==> config.mk <==
export PLATFORM = sky130hd
export DESIGN_NAME = position_stepper_flat
export DESIGN_NICKNAME = d
export VERILOG_FILES = /design/src/rtl/position_stepper_if.sv /design/src/rtl/position_stepper.sv /design/src/flat_wrapper.sv
export SDC_FILE = /design/constraint.sdc
export NUM_CORES = 1
export LEC_CHECK = 0
export ABC_CLOCK_PERIOD_IN_PS = 2120
export CAP_MARGIN = 20
export CORE_UTILIZATION = 45
export CTS_BUF_LIST = sky130_fd_sc_hd__clkbuf_4 sky130_fd_sc_hd__clkbuf_8
export DETAILED_ROUTE_END_ITERATION = 8
export PLACE_DENSITY_LB_ADDON = 0.1
export SLEW_MARGIN = 20
export SYNTH_ARGS = -nofsm -noshare
export SYNTH_HDL_FRONTEND = slang
export SYNTH_SLANG_ARGS = --single-unit
==> constraint.sdc <==
create_clock -name clk -period 2.12 [get_ports clk]
set_input_delay 0.212 -clock clk [delete_from_list [all_inputs] [get_ports clk]]
set_output_delay 0.212 -clock clk [all_outputs]
set_load 0.005 [all_outputs]
==> src/rtl/position_stepper_if.sv <==
// Target handshake, position feedback and step-pulse bundle for position_stepper.
interface position_stepper_if;
  logic       tgt_valid;
  logic [7:0] tgt_pos;
  logic       tgt_ready;
  logic [7:0] pos;
  logic       abort;
  logic       cnt_up;
  logic       cnt_down;
  logic       busy;
  logic       done;

  modport master (
    output tgt_valid, tgt_pos, pos, abort,
    input  tgt_ready, cnt_up, cnt_down, busy, done
  );

  modport slave (
    input  tgt_valid, tgt_pos, pos, abort,
    output tgt_ready, cnt_up, cnt_down, busy, done
  );
endinterface

==> src/rtl/position_stepper.sv <==
// Closed-loop stepper: compares fed-back position with a latched target and issues
// single-cycle up/down pulses spaced STEP_PERIOD+1 clocks apart until they match.
module position_stepper #(
  parameter int unsigned STEP_PERIOD = 50000
) (
  input  logic                clk,
  input  logic                rst,
  position_stepper_if.slave   bus
);

  typedef enum logic [1:0] {
    IDLE = 2'd0,
    MOVE = 2'd1,
    WAIT = 2'd2,
    DONE = 2'd3
  } state_t;

  state_t      state_q, state_d;
  logic [15:0] timer_q, timer_d;
  logic [7:0]  target_q, target_d;
  logic        up_q, up_d;
  logic        down_q, down_d;
  logic        done_q, done_d;

  always_ff @(posedge clk) begin
    if (rst) begin
      state_q  <= IDLE;
      timer_q  <= '0;
      target_q <= '0;
      up_q     <= 1'b0;
      down_q   <= 1'b0;
      done_q   <= 1'b0;
    end else begin
      state_q  <= state_d;
      timer_q  <= timer_d;
      target_q <= target_d;
      up_q     <= up_d;
      down_q   <= down_d;
      done_q   <= done_d;
    end
  end

  always_comb begin
    state_d  = state_q;
    timer_d  = timer_q;
    target_d = target_q;
    up_d     = 1'b0;
    down_d   = 1'b0;
    done_d   = 1'b0;
    unique case (state_q)
      IDLE: begin
        if (bus.tgt_valid && !bus.abort) begin
          target_d = bus.tgt_pos;
          state_d  = MOVE;
        end
      end
      MOVE: begin
        if (bus.abort) begin
          state_d = IDLE;
        end else if (bus.pos < target_q) begin
          up_d    = 1'b1;
          timer_d = 16'(STEP_PERIOD - 1);
          state_d = WAIT;
        end else if (bus.pos > target_q) begin
          down_d  = 1'b1;
          timer_d = 16'(STEP_PERIOD - 1);
          state_d = WAIT;
        end else begin
          state_d = DONE;
        end
      end
      WAIT: begin
        if (bus.abort) begin
          state_d = IDLE;
        end else if (timer_q == '0) begin
          state_d = MOVE;
        end else begin
          timer_d = timer_q - 16'd1;
        end
      end
      DONE: begin
        // done is registered off DONE, so the pulse lands the cycle after DONE.
        done_d  = 1'b1;
        state_d = IDLE;
      end
      default: state_d = IDLE;
    endcase
  end

  assign bus.tgt_ready = (state_q == IDLE) && !rst;
  assign bus.busy      = (state_q != IDLE) && !rst;
  assign bus.done      = done_q;
  assign bus.cnt_up    = up_q;
  assign bus.cnt_down  = down_q;

endmodule

==> src/flat_wrapper.sv <==
// flat-port wrapper written by rule: the top's interface ports become plain ports
module position_stepper_flat 
#(
  parameter int unsigned STEP_PERIOD = 50000
)
  (clk, rst, bus_tgt_valid, bus_tgt_pos, bus_pos, bus_abort, bus_tgt_ready, bus_cnt_up, bus_cnt_down, bus_busy, bus_done);
  position_stepper_if bus_i ();
  input  logic clk;
  input  logic rst;
  input wire logic [$bits(bus_i.tgt_valid)-1:0] bus_tgt_valid;
  input wire logic [$bits(bus_i.tgt_pos)-1:0] bus_tgt_pos;
  input wire logic [$bits(bus_i.pos)-1:0] bus_pos;
  input wire logic [$bits(bus_i.abort)-1:0] bus_abort;
  output wire logic [$bits(bus_i.tgt_ready)-1:0] bus_tgt_ready;
  output wire logic [$bits(bus_i.cnt_up)-1:0] bus_cnt_up;
  output wire logic [$bits(bus_i.cnt_down)-1:0] bus_cnt_down;
  output wire logic [$bits(bus_i.busy)-1:0] bus_busy;
  output wire logic [$bits(bus_i.done)-1:0] bus_done;
  assign bus_i.tgt_valid = bus_tgt_valid;
  assign bus_i.tgt_pos = bus_tgt_pos;
  assign bus_i.pos = bus_pos;
  assign bus_i.abort = bus_abort;
  assign bus_tgt_ready = bus_i.tgt_ready;
  assign bus_cnt_up = bus_i.cnt_up;
  assign bus_cnt_down = bus_i.cnt_down;
  assign bus_busy = bus_i.busy;
  assign bus_done = bus_i.done;
  position_stepper #(.STEP_PERIOD(STEP_PERIOD)) u_core (.clk(clk), .rst(rst), .bus(bus_i));
endmodule
# Word level (Yosys, flattened, before mapping)
# Index checks and enable logic that the tools add are counted.
# totals
input_bits	20
word_cells	49
output_inout_bits	5
regBits	29
# op_classes
mux	16
n_bitwise	1
n_lt_le_gt_ge	2
n_reduce_logical	14
n_eq_ne	9
add_sub_neg	1
# ops
operator	n
16-bit 2-to-1 mux	5
16-bit one-hot mux with 2 select lines	1
16-bit logical NOT	1
16-bit by 1-bit subtractor with 16-bit output, second input constant	1
2-bit 2-to-1 mux	5
8-bit greater-than comparator	1
8-bit < comparator	1
2-bit one-hot mux with 4 select lines	1
2-bit != test, second input constant	3
5-bit AND reduction	1
2-bit == test, second input constant	2
1-bit 2-to-1 mux	4
2-bit AND reduction	2
2-bit nonzero test	2
4-bit OR reduction	1
1-bit logical AND	3
3-bit by 1-bit != test with 1-bit output, second input constant	1
3-bit by 2-bit != test with 1-bit output, second input constant	1
3-bit OR reduction	1
2-bit by 1-bit == test with 1-bit output, second input constant	1
1-bit logical NOT	2
2-bit logical NOT	1
2-bit by 1-bit != test with 1-bit output, second input constant	1
1-bit NOT	1

# Logic depth before layout (Yosys ltp)
# logic_depth
ltp_word	5
mapped_depth	9
depth_no_buf	8

# Worst setup path before layout
# Ideal clock, no wire load.
# synth_timing
kind	register to register
startpoint	register u_core.target_q[1]
endpoint	register u_core.timer_q[12]
setup_ps	115
path_stages_with_launch	9
synth_period_minus_slack_ps	2153
required_ps	2005
n_path_buf	0
setup_slack_ps	-33
t_arrival_ps	2037
path_cell_list	dfxtp_1 inv_1 ha_1 nor2b_1 o211ai_1 a31oi_1 o31ai_1 a211oi_1 a31o_1
# synth_via
elab_chain_cells	4
word_cells_on_any_way	7
cone_classes	order compare (2); eq/ne (1); mux (3); reduce/logical (1)
# synth_lines
element	line	text
from (decl)	position_stepper.sv:20	logic [7:0] target_q, target_d;
from (signal assigned)	position_stepper.sv:36	target_q <= target_d;
8-bit < comparator	position_stepper.sv:60	end else if (bus.pos < target_q) begin
16-bit 2-to-1 mux	position_stepper.sv:60	
16-bit 2-to-1 mux	position_stepper.sv:58	if (bus.abort) begin
16-bit one-hot mux with 2 select lines	position_stepper.sv:50	unique case (state_q)
to (signal assigned)	position_stepper.sv:35	timer_q <= timer_d;
to (decl)	position_stepper.sv:19	logic [15:0] timer_q, timer_d;
# Several ways; a longest one is shown, not always the timed one. The select of a mux whose other input is x is not followed.
# A chain may end at the register's enable or synchronous reset.

# Worst setup path after layout
# layout_timing
startpoint	register u_core.target_q[3]
endpoint	register u_core.timer_q[3]
# The elaborated chain is that of the path after synthesis.

==> impl_metrics.tcl <==
set metrics [dict create \
    hpwl_mm 2.799 \
    detail_route.iter0.violations 86 \
    grt_overflow 0 \
    synth_area_per_cell_um2 8.529 \
    nNetsFinal 268 \
    use_met2_pct 33.93 \
    tightest_slew_ns 0.4115 \
    yosysTopAreaCell "dfxtp_1" \
    reg2regPathDepth 9 \
    internal-power_uw 942.9 \
    finalMaxSlewViolations 0 \
    htree_levels 2 \
    p_leak_nw 0.8495 \
    worstHoldStart "bus_tgt_pos[2]" \
    end_kind "flop" \
    floorplan.initialDensity_pct 48.06 \
    ys_seq_area_share_pct 35.64 \
    power_density_nw_per_um2 595.6 \
    clk_pin_slew_ns 0.09 \
    hold_path_class "primary input to flop" \
    fin_crit_sh_pct 101.7 \
    cts_tree "built" \
    path_buf_inv 2 \
    synth.top_cells.by_area "dfxtp_1 36%, ha_1 6.9%, xnor2_1 6.5%, nand2_1 5.1%, a21oi_1 4.0%" \
    ant_nets 0 \
    synthToLayoutAreaGrowth_pct 38.71 \
    regToRegEndpoint "u_core.timer_q[3]" \
    synth.distinct_cells 47 \
    critPathMaxFanout 6 \
    place_area_um2 1993 \
    rows 21 \
    p_sw_uw 402.8 \
    die_area_um2 3864 \
    power_frac_clock_pct 25.8 \
    synth_xor_xnor_area_share_pct 6.452 \
    worst_slack_ns -0.03537 \
    maxCapViolCount 0 \
    synth_warnings 0 \
    vias_per_cell 5.354 \
    netlist_instances 191 \
    place.gp.congestion 0.7969 \
    drive_gt1_share_pct 26.78 \
    grt_usage_pct 20.34 \
    grt_start_max_net_pins 12 \
    rrSetupSlack_ns -0.04 \
    cts.sinks 29 \
    grtUsageMet1_pct 25.28 \
    worst_ir_drop_vdd_uv 412.9 \
    period_minus_slack_ns 2.155 \
    multiInputGateArea_um2 1075 \
    critPathLaunchType "flop" \
    synthAdderAreaFrac_pct 6.912 \
    crit_type "flop to flop" \
    wl_per_cell_um 13.78 \
    design_area_um2 2260 \
    synth_top_family_by_area "simple AND/OR/NAND/NOR gates" \
    synth_top_cell_area_share_pct 35.64 \
    synth-edff-count 0 \
    rsz0062_at_grt "yes" \
    hold_depth 3 \
    antenna_found_initial 0 \
    regArea_um2 588.1 \
    fmax_mhz 464.0 \
    slew_headroom_pct 72.48 \
    clock_path_buffers 2 \
    cpLargestDelayFamily "simple AND/OR/NAND/NOR gates" \
    port_buffers 24 \
    fin_worst_skew_ns 0.009237 \
    worstReg2RegStart "u_core.target_q[3]" \
    p_sw_share_pct 29.93 \
    syn_nets 220 \
    synth-seq-cells 29 \
    synth_simple_gate_area_share_pct 26.88 \
    firstDrtPassIters 4 \
    final_util_pct 66.67 \
    async_flop_share_pct 0 \
    power_mw 1.346 \
    die_y_um 62.17 \
    pwr-share-seq_pct 45.1 \
    use_met3_pct 4.963 \
    grt_pass1_vias 1491 \
    crit_slowest_cell "a311oi_4" \
    vias 1526 \
    outcome "finished with violations" \
    hold_violations 0 \
    antenna_cells 0 \
    critPathMaxStageDelay_ns 0.36 \
    hold_buffers 0 \
    cp_data_arrival_time_ns 2.37 \
    wirelength_mm 3.928 \
    top_usage_layer "met2" \
    root_buffer "clkbuf_4" \
    drc 0 \
    synthFlopType "dfxtp_1" \
    synth_area_um2 1629 \
    cts_buffers 5 \
    io_pins 25 \
    clk_latency_ns 0.32 \
    worstPathRequired_ns 2.33 \
    violations "negative setup slack" \
    comb_power_share_pct 29.2 \
    grt_pass1_wl_mm 6.313 \
    finalSetupViolations 1 \
    chipWidth_um 62.17 \
    synth-compound-area-share_pct 16.90 \
    synthMuxAreaShare_pct 0.6144 \
    fillers 286 \
    coreArea_um2 3390 \
    worstHoldEndpoint "u_core.target_q[2]" \
    cp_cell_sequence "inv_1 -> ha_1 -> nand4_1 -> or2_4 -> a311oi_4 -> buf_6 -> nor4b_4 -> xnor2_1 -> o21ai_0" \
]
-- state kept, by name, summed over array words and instances, names as in the netlist --
register / count
u_core.bus.cnt_down: 1
u_core.bus.cnt_up: 1
u_core.bus.done: 1
u_core.state_q: 2
u_core.target_q: 8
u_core.timer_q: 16
-- metrics by stage --
step                hold WS [ns]  cells  setup TNS [ns]  setup slack (ns)
global route              0.4331    285         -0.8428           -0.1329
floorplan                 0.3480    191               0           0.05599
global placement          0.4431    270          -2.983           -0.2174
detailed placement        0.4542    270          -3.829           -0.2637
finish                    0.4376    285        -0.03537          -0.03537
CTS                       0.4265    278     -0.00007372       -0.00007372
-- power groups by stage --
| stage | Clock (mW) | Sequential (mW) | Combinational (mW) |
|---|---|---|---|
| 2_1_floorplan | 0 | 0.607 | 0.222 |
| 3_3_place_gp | 0 | 0.614 | 0.316 |
| 3_5_place_dp | 0 | 0.615 | 0.326 |
| 4_1_cts | 0.354 | 0.603 | 0.328 |
| 5_1_grt | 0.386 | 0.610 | 0.433 |
| 6_report | 0.347 | 0.606 | 0.393 |
-- worst max path at each step --
stage,start,endpoint,slack (ns),cells after the start
2_1_floorplan,u_core.target_q[7],u_core.timer_q[0],0.06,9
3_3_place_gp,bus_pos[1],u_core.timer_q[12],-0.22,9
3_5_place_dp,bus_pos[1],u_core.timer_q[12],-0.26,9
4_1_cts,u_core.target_q[1],u_core.timer_q[12],-0.00007,9
5_1_grt,u_core.target_q[7],u_core.timer_q[3],-0.13,9
6_report,u_core.target_q[3],u_core.timer_q[3],-0.04,9
-- layout by cell type (no fill, tap or decap), types with 2 or more instances in the layout --
cell              n
buf_4            21
nor2b_1           3
nand2_1          22
a21o_1            2
nor2_1           16
or2_4             2
nor4_2            5
nand2b_1          2
clkbuf_4          6
ha_1              9
a21oi_1          11
or2_2             2
o21ai_1           3
buf_6             3
a21oi_2           3
clkdlybuf4s50_1  24
dfxtp_2           3
nand4_1           2
inv_1            13
xnor2_1          12
dfxtp_1          25
o21ai_0           5
nor3_1            7
nand3_1           2
nand3b_1          3
-- cell families (layout without fill, tap and decap cells) --
kind of cell | after synthesis | count (layout)
and+or+nand+nor | 82 | 82
adders and majority gates | 9 | 9
muxes | 1 | 1
buffers and inverters | 20 | 68
AOI/OAI and AO/OA | 38 | 38
xor gates and xnor gates | 12 | 12
DFF | 29 | 29
-- per-layer routing --
metal | wire, um | vias to the layer above
li1 | - | 761
met1 | 1815 | 714
met2 | 1883 | 40
met3 | 155 | 11
met4 | 73 | 0
met5 | 0 | -
-- tightest hold or removal path, delay by kind of cell --
family / cells / cell delay [ns]
AND/OR/NAND/NOR: 1 / 0.06
AO/OA/AOI/OAI: 1 / 0.05
buffers and inverters: 1 / 0.39
-- timing repair --
action,in CTS,in global routing
pin swaps,2,14
gates resized for setup,2,32
cloned,1,0
setup buffers,0,7
setup endpoints to repair,3,17
-- area by class of cell --
class / count / area share (%)
inverters: 13 / 2.159
repair buffers: 48 / 19.10
clock buffers: 7 / 2.602
flip-flops and latches: 29 / 26.02
multi-input cells: 142 / 47.56
well taps: 46 / 2.547
-- Yosys cell counts (2+ instances only) --
cell type   n
nand4_1     2
nand3_1     2
nand2b_1    2
o21ai_0     7
nor4_1      5
a31oi_1     2
or2_2       3
nor2_1     17
buf_6       4
nand3b_1    3
nand2_1    22
dfxtp_1    29
ha_1        9
a311oi_1    2
inv_1      13
or3_1       2
nor3_1      8
nor4b_1     2
nor2b_1     3
a21o_1      2
a21oi_1    13
nor3b_1     2
xnor2_1    12
o21a_1      2
Power figures use the tool's default switching activity.
